[config.mk]
export PLATFORM = sky130hd
export DESIGN_NAME = ram_sdp_param
export DESIGN_NICKNAME = d
export VERILOG_FILES = /design/src/rtl/ram_sdp_param.sv
export SDC_FILE = /design/constraint.sdc
export NUM_CORES = 1
export LEC_CHECK = 0
export ABC_AREA = 1
export CORE_ASPECT_RATIO = 0.5
export CORE_UTILIZATION = 40
export CTS_CLUSTER_DIAMETER = 120
export DETAILED_ROUTE_END_ITERATION = 16
export RECOVER_POWER = 50
export REMOVE_ABC_BUFFERS = 1
export SYNTH_ARGS = -nofsm -noshare
export SYNTH_HDL_FRONTEND = slang
export SYNTH_SLANG_ARGS = --single-unit
[constraint.sdc]
create_clock -name clk -period 1.61 [get_ports clk]
set_input_delay 0.322 -clock clk [delete_from_list [all_inputs] [get_ports clk]]
set_output_delay 0.322 -clock clk [all_outputs]
set_load 0.02 [all_outputs]
[src/rtl/ram_sdp_param.sv]
// ram_sdp_param: simple-dual-port synchronous RAM with one shared clock.
// Provides a configurable width/depth, a read latency of 1 or 2 cycles, a
// selectable collision mode, a read-valid strobe and out-of-range address
// detection. After every reset a hardware sweep zeroes the whole array,
// and no requests are accepted until that sweep completes.
module ram_sdp_param #(
  parameter int unsigned DATA_W   = 4,
  parameter int unsigned ADDR_W   = 8,
  parameter int unsigned DEPTH    = 8,
  parameter int unsigned RD_LAT   = 1,
  parameter int unsigned WR_FIRST = 0
) (
  input  logic              clk,
  input  logic              rst,
  input  logic              write_en,
  input  logic [ADDR_W-1:0] write_addr,
  input  logic [DATA_W-1:0] write_data,
  input  logic              read_en,
  input  logic [ADDR_W-1:0] read_addr,
  output logic [DATA_W-1:0] read_data,
  output logic              read_valid,
  output logic              busy,
  output logic              addr_err
);

  // The array index width can be narrower than the address port.
  // Out-of-range addresses are rejected before any array access, so
  // narrowing the address to this width never aliases two locations.
  localparam int unsigned IDX_W = (DEPTH > 1) ? $clog2(DEPTH) : 1;

  // DEPTH can equal 2**ADDR_W, so the range compare uses one extra bit.
  localparam logic [ADDR_W:0] DEPTH_L = (ADDR_W+1)'(DEPTH);

  localparam logic [ADDR_W-1:0] CLR_LAST = ADDR_W'(DEPTH - 1);

  typedef enum logic {
    ST_CLEAR = 1'b0,
    ST_IDLE  = 1'b1
  } state_t;

  state_t              r_state;
  state_t              w_state_nxt;
  logic [ADDR_W-1:0]   r_clr_ptr;
  logic                r_busy;
  logic                r_addr_err;
  logic [DATA_W-1:0]   r_mem [DEPTH];

  logic                r_s1_valid;
  logic [DATA_W-1:0]   r_s1_data;

  logic                w_clr_we;
  logic                w_accept;
  logic                w_clr_last;
  logic                w_wr_in;
  logic                w_rd_in;
  logic                w_wr_do;
  logic                w_rd_do;
  logic                w_collide;
  logic [DATA_W-1:0]   w_s1_data;

  assign w_clr_last = (r_clr_ptr == CLR_LAST);

  // Range checks use only the comparison with DEPTH.
  // Addresses are neither truncated nor wrapped.
  assign w_wr_in   = ({1'b0, write_addr} < DEPTH_L);
  assign w_rd_in   = ({1'b0, read_addr}  < DEPTH_L);
  assign w_wr_do   = w_accept & write_en & w_wr_in;
  assign w_rd_do   = w_accept & read_en;
  assign w_collide = w_wr_do & read_en & w_rd_in & (write_addr == read_addr);

  // Selects the result launched into the pipeline.
  // An out-of-range or absent read launches 0. A write-first collision
  // bypasses the write data; otherwise the array returns its old contents.
  assign w_s1_data = (w_rd_do && w_rd_in)
                   ? (((WR_FIRST != 0) && w_collide) ? write_data : r_mem[IDX_W'(read_addr)])
                   : '0;

  // Holds the control state, the sweep pointer and the busy flag.
  always_ff @(posedge clk) begin
    if (rst) begin
      r_state   <= ST_CLEAR;
      r_clr_ptr <= '0;
      r_busy    <= 1'b1;
    end else begin
      r_state <= w_state_nxt;
      r_busy  <= (w_state_nxt == ST_CLEAR);
      if (w_clr_we) begin
        r_clr_ptr <= r_clr_ptr + ADDR_W'(1);
      end
    end
  end

  // Next-state logic: the sweep leaves CLEAR once it has written the last word.
  always_comb begin
    w_state_nxt = r_state;
    case (r_state)
      ST_CLEAR: if (w_clr_last) w_state_nxt = ST_IDLE;
      ST_IDLE:  w_state_nxt = ST_IDLE;
      default:  w_state_nxt = ST_CLEAR;
    endcase
  end

  // Output decode: CLEAR drives the sweep writes, and IDLE is the only
  // state that accepts requests.
  always_comb begin
    w_clr_we = 1'b0;
    w_accept = 1'b0;
    case (r_state)
      ST_CLEAR: w_clr_we = 1'b1;
      ST_IDLE:  w_accept = 1'b1;
      default:  ;
    endcase
  end

  // Storage array: sweep zeroes have priority; user writes are accepted only when idle.
  always_ff @(posedge clk) begin
    if (!rst) begin
      if (w_clr_we) begin
        r_mem[IDX_W'(r_clr_ptr)] <= '0;
      end else if (w_wr_do) begin
        r_mem[IDX_W'(write_addr)] <= write_data;
      end
    end
  end

  // First read stage and addr_err.
  // Both are registered on the edge that samples the request.
  always_ff @(posedge clk) begin
    if (rst) begin
      r_s1_valid <= 1'b0;
      r_s1_data  <= '0;
      r_addr_err <= 1'b0;
    end else begin
      r_s1_valid <= w_rd_do;
      r_s1_data  <= w_s1_data;
      r_addr_err <= w_accept & ((write_en & ~w_wr_in) | (read_en & ~w_rd_in));
    end
  end

  generate
    if (RD_LAT >= 2) begin : g_lat2
      logic              r_s2_valid;
      logic [DATA_W-1:0] r_s2_data;

      // Extra output register for the two-cycle read latency.
      always_ff @(posedge clk) begin
        if (rst) begin
          r_s2_valid <= 1'b0;
          r_s2_data  <= '0;
        end else begin
          r_s2_valid <= r_s1_valid;
          r_s2_data  <= r_s1_data;
        end
      end

      assign read_valid = r_s2_valid;
      assign read_data  = r_s2_data;
    end else begin : g_lat1
      assign read_valid = r_s1_valid;
      assign read_data  = r_s1_data;
    end
  endgenerate

  assign busy     = r_busy;
  assign addr_err = r_addr_err;

endmodule

==> results.md, run 1 <==
STA:
- For the final database, setup skew stands at 10.2 ps.
- Adding up every negative setup slack in the final design gives 0 ps.
- In the finished design, the share of the clock period the worst path needs comes to 96.7%.
- Setup repair after global routing left no endpoint under its margin.
- The final-report max-slew violation count is 0.
- At the pin with the least slew margin, the transition time is 373 ps.
- The clock period minus final worst setup slack is 1560 ps.
- Across all hold checks on the routed design, the worst slack comes to 351 ps.
- The count of final hold-check violations is 0.
- The worst slew margin relative to its limit is 75.0%.
- The highest clock rate is 0.642 GHz.
- Setup slack on the critical path of the routed design comes to 53.6 ps.
- The final setup violation count is 0.

Yosys:
- The share of the yosys chip area belonging to registers is 60.7%.
- Summing the areas of all compound-gate instances in the mapped netlist gives 7.64% of the synthesized area.
- In the synthesized netlist, the cells that appear most often are 53 x sky130_fd_sc_hd__nor2_1, 38 x sky130_fd_sc_hd__nand2_1, 32 x sky130_fd_sc_hd__edfxtp_1.
- The top cell type's share of synthesized area is 45.5%.
- The distinct cell type count after synthesis is 24.
- The synthesized netlist devotes 0.592% of its cell area to adder and majority cells.
- The post-synthesis simple-gate area fraction is 23.9%.
- Of all cell types, the one taking the most synthesized area is sky130_fd_sc_hd__edfxtp_1.
- In the synthesized netlist, the number of instances is 231.
- The synthesized netlist occupies a cell area of 2110 um2.
- The predominant post-synthesis flop cell is sky130_fd_sc_hd__edfxtp_1.
- The fraction of registers with async set/reset is 0%.
- The portion of synthesized area spent on multiplexers is 0%.
- By area, the combinational part of the netlist is dominated by simple AND/OR/NAND/NOR gates.
- sky130_fd_sc_hd__nor2_1 is the most common cell in the netlist.
- After Yosys synthesis, XOR and XNOR cells account for 0% of the synthesized area.
- Dividing the synthesized area by the synthesized cell count gives 9.14 um2.
- The number of enable flip-flop cells after synthesis is 32.
- Synthesis inferred 48 register bits.
- The count of synthesis-stage warnings from yosys is 0.
- By area the synthesized netlist is led by sky130_fd_sc_hd__edfxtp_1 45%, sky130_fd_sc_hd__dfxtp_1 15%, sky130_fd_sc_hd__nor2_1 9.4%.

Finish:
- Registers take 1280 um2.
- From synthesis to final layout, the design area changed by 34.6%.
- The multi-input logic area is 811 um2.
- The final non-filler cell total is 352.
- The final standard cell utilization of the core is 56.9%.
- The count of nets after finishing is 307.
- 0 antenna diodes ended up in the layout.
- The number of filler cells placed in the layout is 459.
- In the final layout, the share of cells above drive strength 1 is 20.6%.

Pwr:
- The total internal power is 1.74 mW.
- IR analysis of the VDD net gives a maximum drop of 0.411 mV.
- In this run, the combinational gates consume 10.8% of the power.
- The share of total power dissipated in sequential elements is 58.6%.
- The leakage power total is 1.08 nW.
- The clock network fraction of total power is 30.5%.
- The ratio of total power to cell area is 806 nW/um2.
- The switching power summed over all nets is 0.549 mW.
- The net switching fraction of the power is 24.0%.

Place:
- The instance count after placement with tap cells included is 344.
- The half-perimeter wire length after detailed placement is 3310 um.
- The final weighted congestion in routability-driven placement is 0.743.
- In this run the tool buffered the top-level ports with 30 buffer cells.
- The pre-CTS setup slack is -617 ps.

Clocking:
- The clock latency on the worst-skew pair is 300 ps.
- The post-CTS clock slew at the launch and capture registers of the worst setup and hold paths is 90 ps.
- The clock passes through at most 2 buffers.
- TritonCTS built the clock tree.
- The H-tree was split into 2 levels.
- Buffers inserted to repair hold after CTS numbered 0.
- The clock net in this run drives a total of 48 sinks.
- Buffers inserted during clock tree synthesis total 5.
- The master cell of the clock root buffer is sky130_fd_sc_hd__clkbuf_8.

GRT:
- The first global-routing pass estimated 6980 um of wire.
- The number of global-route vias before repair was 1524.
- Entering global routing, the biggest net connects 16 pins.
- After global routing the overflow that remains totals 0.
- The all-layer global routing usage is 17.0%.
- The initial antenna violation count is 0.

Drt:
- The routed design uses 2000 um of met2 wire.
- The first detailed-routing pass ran for 4 iterations.
- After detailed routing, the average wire length per cell comes to 12.4 um.
- The total detailed-routing wirelength is 4360 um.
- The count of vias placed by the detailed router is 1632.
- The met1 wire length is 2090 um.
- The detail route stage leaves a number of antenna-violating nets equal to 0.
- The uppermost layer routed is met4.
- After detailed routing, the number of vias per cell comes to 4.64.
- For this block, the initial DRC count from the detailed router was 86.
- After detailed routing, the number of remaining DRC violations is 0.
- In the detailed route, the total length drawn on met3 is 237 um.

Floorplanning:
- The core box area is 5000 um2.
- Row generation in the floorplan step produced 18 rows.
- The die boundary height is 53.4 um.
- The floorplan step defined a die boundary enclosing 5590 um2.
- The overall die width is 105 um.
- Once the floorplan was initialized, standard cells occupied 42.2% of the core.
- Pin placement for this block handled 31 I/O pins.

Worst setup path:
- The critical path goes through clkdlybuf4s50_1.
- The cell with the largest stage delay on the worst path is sky130_fd_sc_hd__clkdlybuf4s50_1.
- The category of the worst setup path launch point is a flop.
- The worst setup path is captured at an output pin.
- In this design, the stage delay of the slowest critical-path cell is 610 ps.
- The arrival time reported for the critical path endpoint is 1230 ps.
- The critical path data required time is 1290 ps.
- The combined buffer and inverter count along the critical path is 1.
- Tracing the worst setup path back leads to its startpoint at read_data[2]$_SDFF_PP0_.
- On the critical path the largest part of the delay comes from buffers and inverters.
- The type of the setup path with the least slack is flop to output pin.
- In this run the worst path has a maximum fanout of 1.
- The worst reg2reg path startpoint is r_state$_SDFF_PP0_.

Hold path:
- The path category of the worst min-delay check is primary input to flop.
- The startpoint identified for the worst hold timing path is rst.

Run status:
- The flow ran to the end, and the final reports show no timing, DRC or antenna violations.

Run:
- The max-capacitance violation count is 0.
## power by group through the flow
stage                     Sequential [mW]  Combinational, mW  Clock [mW]
after floorplan                      1.37             0.0999           0
after global placement               1.37              0.212           0
after detailed placement             1.37              0.215           0
after CTS                            1.34              0.242       0.726
after global routing                 1.35              0.275       0.782
final                                1.34              0.249       0.699
## metrics by stage
| stage | total power [mW] | cell area, um2 |
|---|---|---|
| 6_report | 2.29 | 2840 |
| 3_5_place_dp | 1.59 | 2630 |
| 3_3_place_gp | 1.58 | 2630 |
| 2_1_floorplan | 1.47 | 2070 |
| 4_1_cts | 2.31 | 2830 |
| 5_1_grt | 2.41 | 2840 |
## logic make-up after synthesis
group                      after synthesis
buffers and inverters                   36
and+or+nand+nor                        115
DFF                                     48
adders and majority gates                1
AOI/OAI and AO/OA                       31
## cell type report
| type | instances | area share [%] |
|---|---|---|
| Clock buffer | 5 | 2.42 |
| Clock inverter | 2 | 0.440 |
| Inverter | 30 | 4.05 |
| Multi-Input combinational cell | 147 | 28.5 |
| Sequential cell | 48 | 45.1 |
| Tap cell | 70 | 3.08 |
| Timing Repair Buffer | 50 | 16.4 |
## flip-flops by register name (all words and copies together) (netlist names)
| name | cells |
|---|---|
| addr_err | 1 |
| r_mem | 32 |
| r_clr_ptr | 8 |
| read_data | 4 |
| r_state | 1 |
| busy | 1 |
| read_valid | 1 |
## path summary, 6_finish.rpt
| kind | end | slack (ps) | depth (start not counted) |
|---|---|---|---|
| max | read_data[2] | 50 | 1 |
| min | r_clr_ptr[4]$_SDFFE_PP0N_ | 350 | 3 |
| max reg2reg | r_mem[5][2]$_DFFE_PP_ | 140 | 8 |
| min reg2reg | r_clr_ptr[3]$_SDFFE_PP0N_ | 490 | 1 |
## layer usage
layer	GRT usage, %	up-vias
li1	-	853
met1	21.8	741
met2	28.4	34
met3	6.28	4
met4	2.82	0
met5	0	-
## worst min-delay path, stage by stage
cell	delay, ps
sky130_fd_sc_hd__dlymetal6s2s_1	120
sky130_fd_sc_hd__buf_4	130
sky130_fd_sc_hd__nor3b_1	40
## placed cells by master (no fill, tap or decap), types with 4 or more instances in the layout
cell type / count
sky130_fd_sc_hd__nor2_4: 7
sky130_fd_sc_hd__nand2_2: 9
sky130_fd_sc_hd__nand3_1: 10
sky130_fd_sc_hd__clkdlybuf4s50_1: 23
sky130_fd_sc_hd__nand2_1: 28
sky130_fd_sc_hd__a21oi_1: 4
sky130_fd_sc_hd__dlygate4sd2_1: 4
sky130_fd_sc_hd__buf_4: 12
sky130_fd_sc_hd__edfxtp_1: 32
sky130_fd_sc_hd__dfxtp_1: 16
sky130_fd_sc_hd__inv_1: 26
sky130_fd_sc_hd__nor2_1: 42
sky130_fd_sc_hd__o21ai_0: 23
sky130_fd_sc_hd__nor2_2: 7
sky130_fd_sc_hd__clkbuf_8: 5
## what timing repair did
action / 4_1_cts / 5_1_grt
resized for setup: 36 / 13
pin swaps: 11 / 6
setup endpoints to repair: 64 / 36
buffers inserted: 1 / 0
Note: power is estimated with default switching activity, not from simulation.
==> run 2: changes to the inputs <==
--- a/config.mk
+++ b/config.mk
@@ -7,9 +7,9 @@
 export LEC_CHECK = 0
 export ABC_AREA = 1
 export CORE_ASPECT_RATIO = 0.5
-export CORE_UTILIZATION = 40
-export CTS_CLUSTER_DIAMETER = 120
+export CORE_UTILIZATION = 45
 export DETAILED_ROUTE_END_ITERATION = 16
+export PLACE_DENSITY = 0.71
 export RECOVER_POWER = 50
 export REMOVE_ABC_BUFFERS = 1
 export SYNTH_ARGS = -nofsm -noshare
==> constraint.sdc (replaced) <==
create_clock -name clk -period 1.61 [get_ports clk]
set_input_delay 0.322 -clock clk [delete_from_list [all_inputs] [get_ports clk]]
set_output_delay 0.322 -clock clk [all_outputs]
set_load 0.1 [all_outputs]
==> run 2 against run 1 <==
Die area shrank 11%. Sequential power is essentially flat. Clock power shrank 2%. Fmax shrank 2.7%. Global-route usage grew 1.8 points. Combinational power grew 8.4%. Highest routed layer unchanged. Cell area shrank 0.53%. Critical endpoint is now read_data[3]$_SDFF_PP0_. Final cell count shrank 4.3%. Critical path depth grew 5. Flip-flop and latch count is the same.
==> results.md, run 2 (same netlist as run 1, synthesis figures left out) <==
Run status:
- The flow ran to the end, and the final reports show no timing, DRC or antenna violations.

GRT:
- The wire length of the first global-routing pass is 6920 um.
- The initial antenna violation count was 0.
- The number of global-route vias before repair is 1523.
- For this run the aggregate overflow at the end of global routing stands at 0.
- The all-layer global routing usage is 18.9%.
- The pin count of the biggest net entering global routing is 18.

STA:
- The count of final hold-check violations was 0.
- The setup TNS is 0 ps.
- Static timing analysis puts the maximum clock frequency at 0.625 GHz.
- For the pin with the worst max-slew slack, the measured transition is 548 ps.
- Hold timing on the final database bottoms out at a slack of 457 ps.
- The final period utilization is 99.4%.
- Setup violations remaining at the end of the flow were counted as 0.
- The largest clock skew in the final design is 7.04 ps.
- Headroom to the max-slew limit came out at 63.6%.
- In the post-route analysis, the smallest setup slack over all paths is 9.67 ps.
- The final-report max-slew violation count came to 0.
- Counting I/O delays and the setup requirement, the final critical path takes 1600 ps.

Pwr:
- For this design the static power due to leakage is 1.10 nW.
- The combinational fraction of design power is 11.8%.
- The clock network fraction of total power is 29.7%.
- In this run the power spent charging and discharging nets is 0.551 mW.
- VDD sags by at most 0.411 mV.
- The share of power burned in registers is 58.5%.
- Net switching is 24.0% of the power.
- For this design the ratio of total power to cell area is 812 nW/um2.
- The post-layout total power is 2.30 mW.
- Cell internal power was estimated by the tool at 1.74 mW.

Floorplanning:
- The number of placement rows is 17.
- The die footprint is 4990 um2.
- The die is 50.4 um tall.
- In this run the count of I/O pins placed on the die edge is 31.
- The die is 98.9 um wide.
- The core box area is 4450 um2.
- For this configuration, the core starts out at a cell density of 47.5%.

Finish:
- The final non-filler cell total is 337.
- The number of antenna diodes is 0.
- The layout cell share with drive strength beyond 1 is 25.0%.
- The layout overhead on the synthesized area is 33.9%.
- The number of flip-flops under the largest register name is 32.
- Leaving out fill and tap cells, the most frequent cells in the layout are 41 x sky130_fd_sc_hd__nor2_1, 32 x sky130_fd_sc_hd__edfxtp_1, 27 x sky130_fd_sc_hd__inv_1, 25 x sky130_fd_sc_hd__nand2_1, 23 x sky130_fd_sc_hd__o21ai_0.
- The most frequent standard cell in the layout excluding fill and tap cells is sky130_fd_sc_hd__nor2_1.
- The final layout contains 305 nets.
- Ranked by flip-flop count, first place goes to r_mem.

Drt:
- The count of nets left with antenna violations once routing finished came out at 0.
- The length of the first detailed-routing pass in iterations is 4.
- The residual DRC count is 0.
- For this block, the initial DRC count from the detailed router was 65.
- The via-per-instance ratio is 4.96.
- Dividing the detail-routed wire length by the instance count gives 13.5 um.
- The total detailed-routing wirelength is 4560 um.
- The count of vias placed by the detailed router is 1672.

Worst setup path:
- Counting cells, the worst reg-to-reg path comes to 8.
- The critical path data required time is 1850 ps.
- The capture instance of the worst register-to-register path is r_mem[3][0]$_DFFE_PP_.
- STA classifies the critical path startpoint as a primary input.
- In this run the critical register-to-register path is launched from r_state$_SDFF_PP0_.
- The type of the setup path with the least slack is primary input to flop.
- On the critical path, the stage with the largest delay is an instance of sky130_fd_sc_hd__dlygate4sd3_1.
- The worst setup path is captured at a flop.
- The arrival time reported for the critical path endpoint is 1840 ps.
- Along the worst path, the maximum fanout reaches 4.
- The signal on the critical path passes through dlygate4sd3_1, nor3_1, nand3_1, nor2_1, nand2_1, nor2_1.
- The cell that appears most often on the critical path is sky130_fd_sc_hd__nor2_1.
- On the worst path, the slowest cell contributes a delay of 540 ps.
- The slack of the worst reg-to-reg path is 120 ps.

Hold path:
- The startpoint of the tightest hold check path is rst.
- For hold timing, the worst endpoint is r_clr_ptr[4]$_SDFFE_PP0N_.
- The count of cells along the worst hold path is 3.
- The path category of the worst min-delay check is primary input to flop.

Clocking:
- Counting every sink on the clock net gives 48.
- The number of H-tree branching levels is 2.
- The TritonCTS clock tree is done.
- For the worst-skew pair, the clock arrives at the later sink with an insertion delay of 300 ps.
- After clock tree synthesis, the clock-pin slew on the worst setup and hold paths is 80 ps.
- The hold buffer count at CTS is 0.
- CTS placed an instance of sky130_fd_sc_hd__clkbuf_8 at the clock tree root.
- Counting the buffers created by CTS gives 5.
- No sink is reached through more buffers than the 2 on the longest clock path.

Place:
- At the end of routability-driven placement, the weighted congestion stood at 0.845.
- The quantity of I/O buffers inserted on ports is 30.
- At the placement stage, the worst setup path has a slack of -526 ps.
- The half-perimeter wire length after detailed placement is 3030 um.
- The instance count after placement with tap cells included is 327.

Run:
- Max-cap violations in this run came to 0.
==> run 2: changes by cell type in the layout (fill, tap and decap cells not counted), sizes merged <==
cell	before	now
dlygate4sd3	0	1
clkdlybuf4s50	23	15
dlymetal6s2s	3	2
clkbuf	9	14
dlygate4sd2	4	5
==> run 2: critical path: cells and delay by family <==
family	cells	cell delay (ps)
buf+inv	1	540
simple gates	5	980
==> run 2: cell type report <==
type,count,area (um2)
fill,351,1620
sequential,48,1280
multi-input combinational,147,871
timing repair buffer,48,410
inverter,30,113
tap,57,71.3
clock buffer,5,68.8
clock inverter,2,12.5
==> run 2: layer usage <==
layer | vias up | wire (um) | GRT usage [%]
met5 | - | 0 | 0
met4 | 0 | 140 | 8.71
met3 | 13 | 179 | 5.15
met2 | 46 | 2270 | 31.2
met1 | 766 | 1980 | 23.4
li1 | 847 | - | -
==> run 2: what timing repair did <==
item	4_1_cts	5_1_grt
setup buffers	2	1
endpoints found under the setup margin	64	64
resized for setup	38	25
pin swaps	8	13
==> run 2: through the flow <==
| step | area (um2) | utilization (%) |
|---|---|---|
| final | 2830 | 63.6 |
| after floorplan | 2070 | - |
| after detailed placement | 2630 | 59.1 |
| after global placement | 2630 | 59.1 |
| after global routing | 2830 | 63.6 |
| after CTS | 2840 | 63.9 |
==> run 2: worst max path at each step <==
stage,to,start
final,read_data[3]$_SDFF_PP0_,read_addr[4]
after global routing,r_mem[1][3]$_DFFE_PP_,write_addr[4]
after CTS,r_mem[4][1]$_DFFE_PP_,write_en
after detailed placement,r_mem[2][3]$_DFFE_PP_,write_addr[4]
after global placement,r_mem[2][3]$_DFFE_PP_,write_addr[6]
after floorplan,r_mem[0][0]$_DFFE_PP_,write_addr[4]
==> run 2: power by group through the flow <==
stage / registers (mW) / logic, mW / clock network (mW)
global route: 1.34 / 0.295 / 0.743
CTS: 1.34 / 0.240 / 0.683
detailed placement: 1.37 / 0.210 / 0
global placement: 1.37 / 0.205 / 0
finish: 1.34 / 0.270 / 0.683
floorplan: 1.37 / 0.0999 / 0
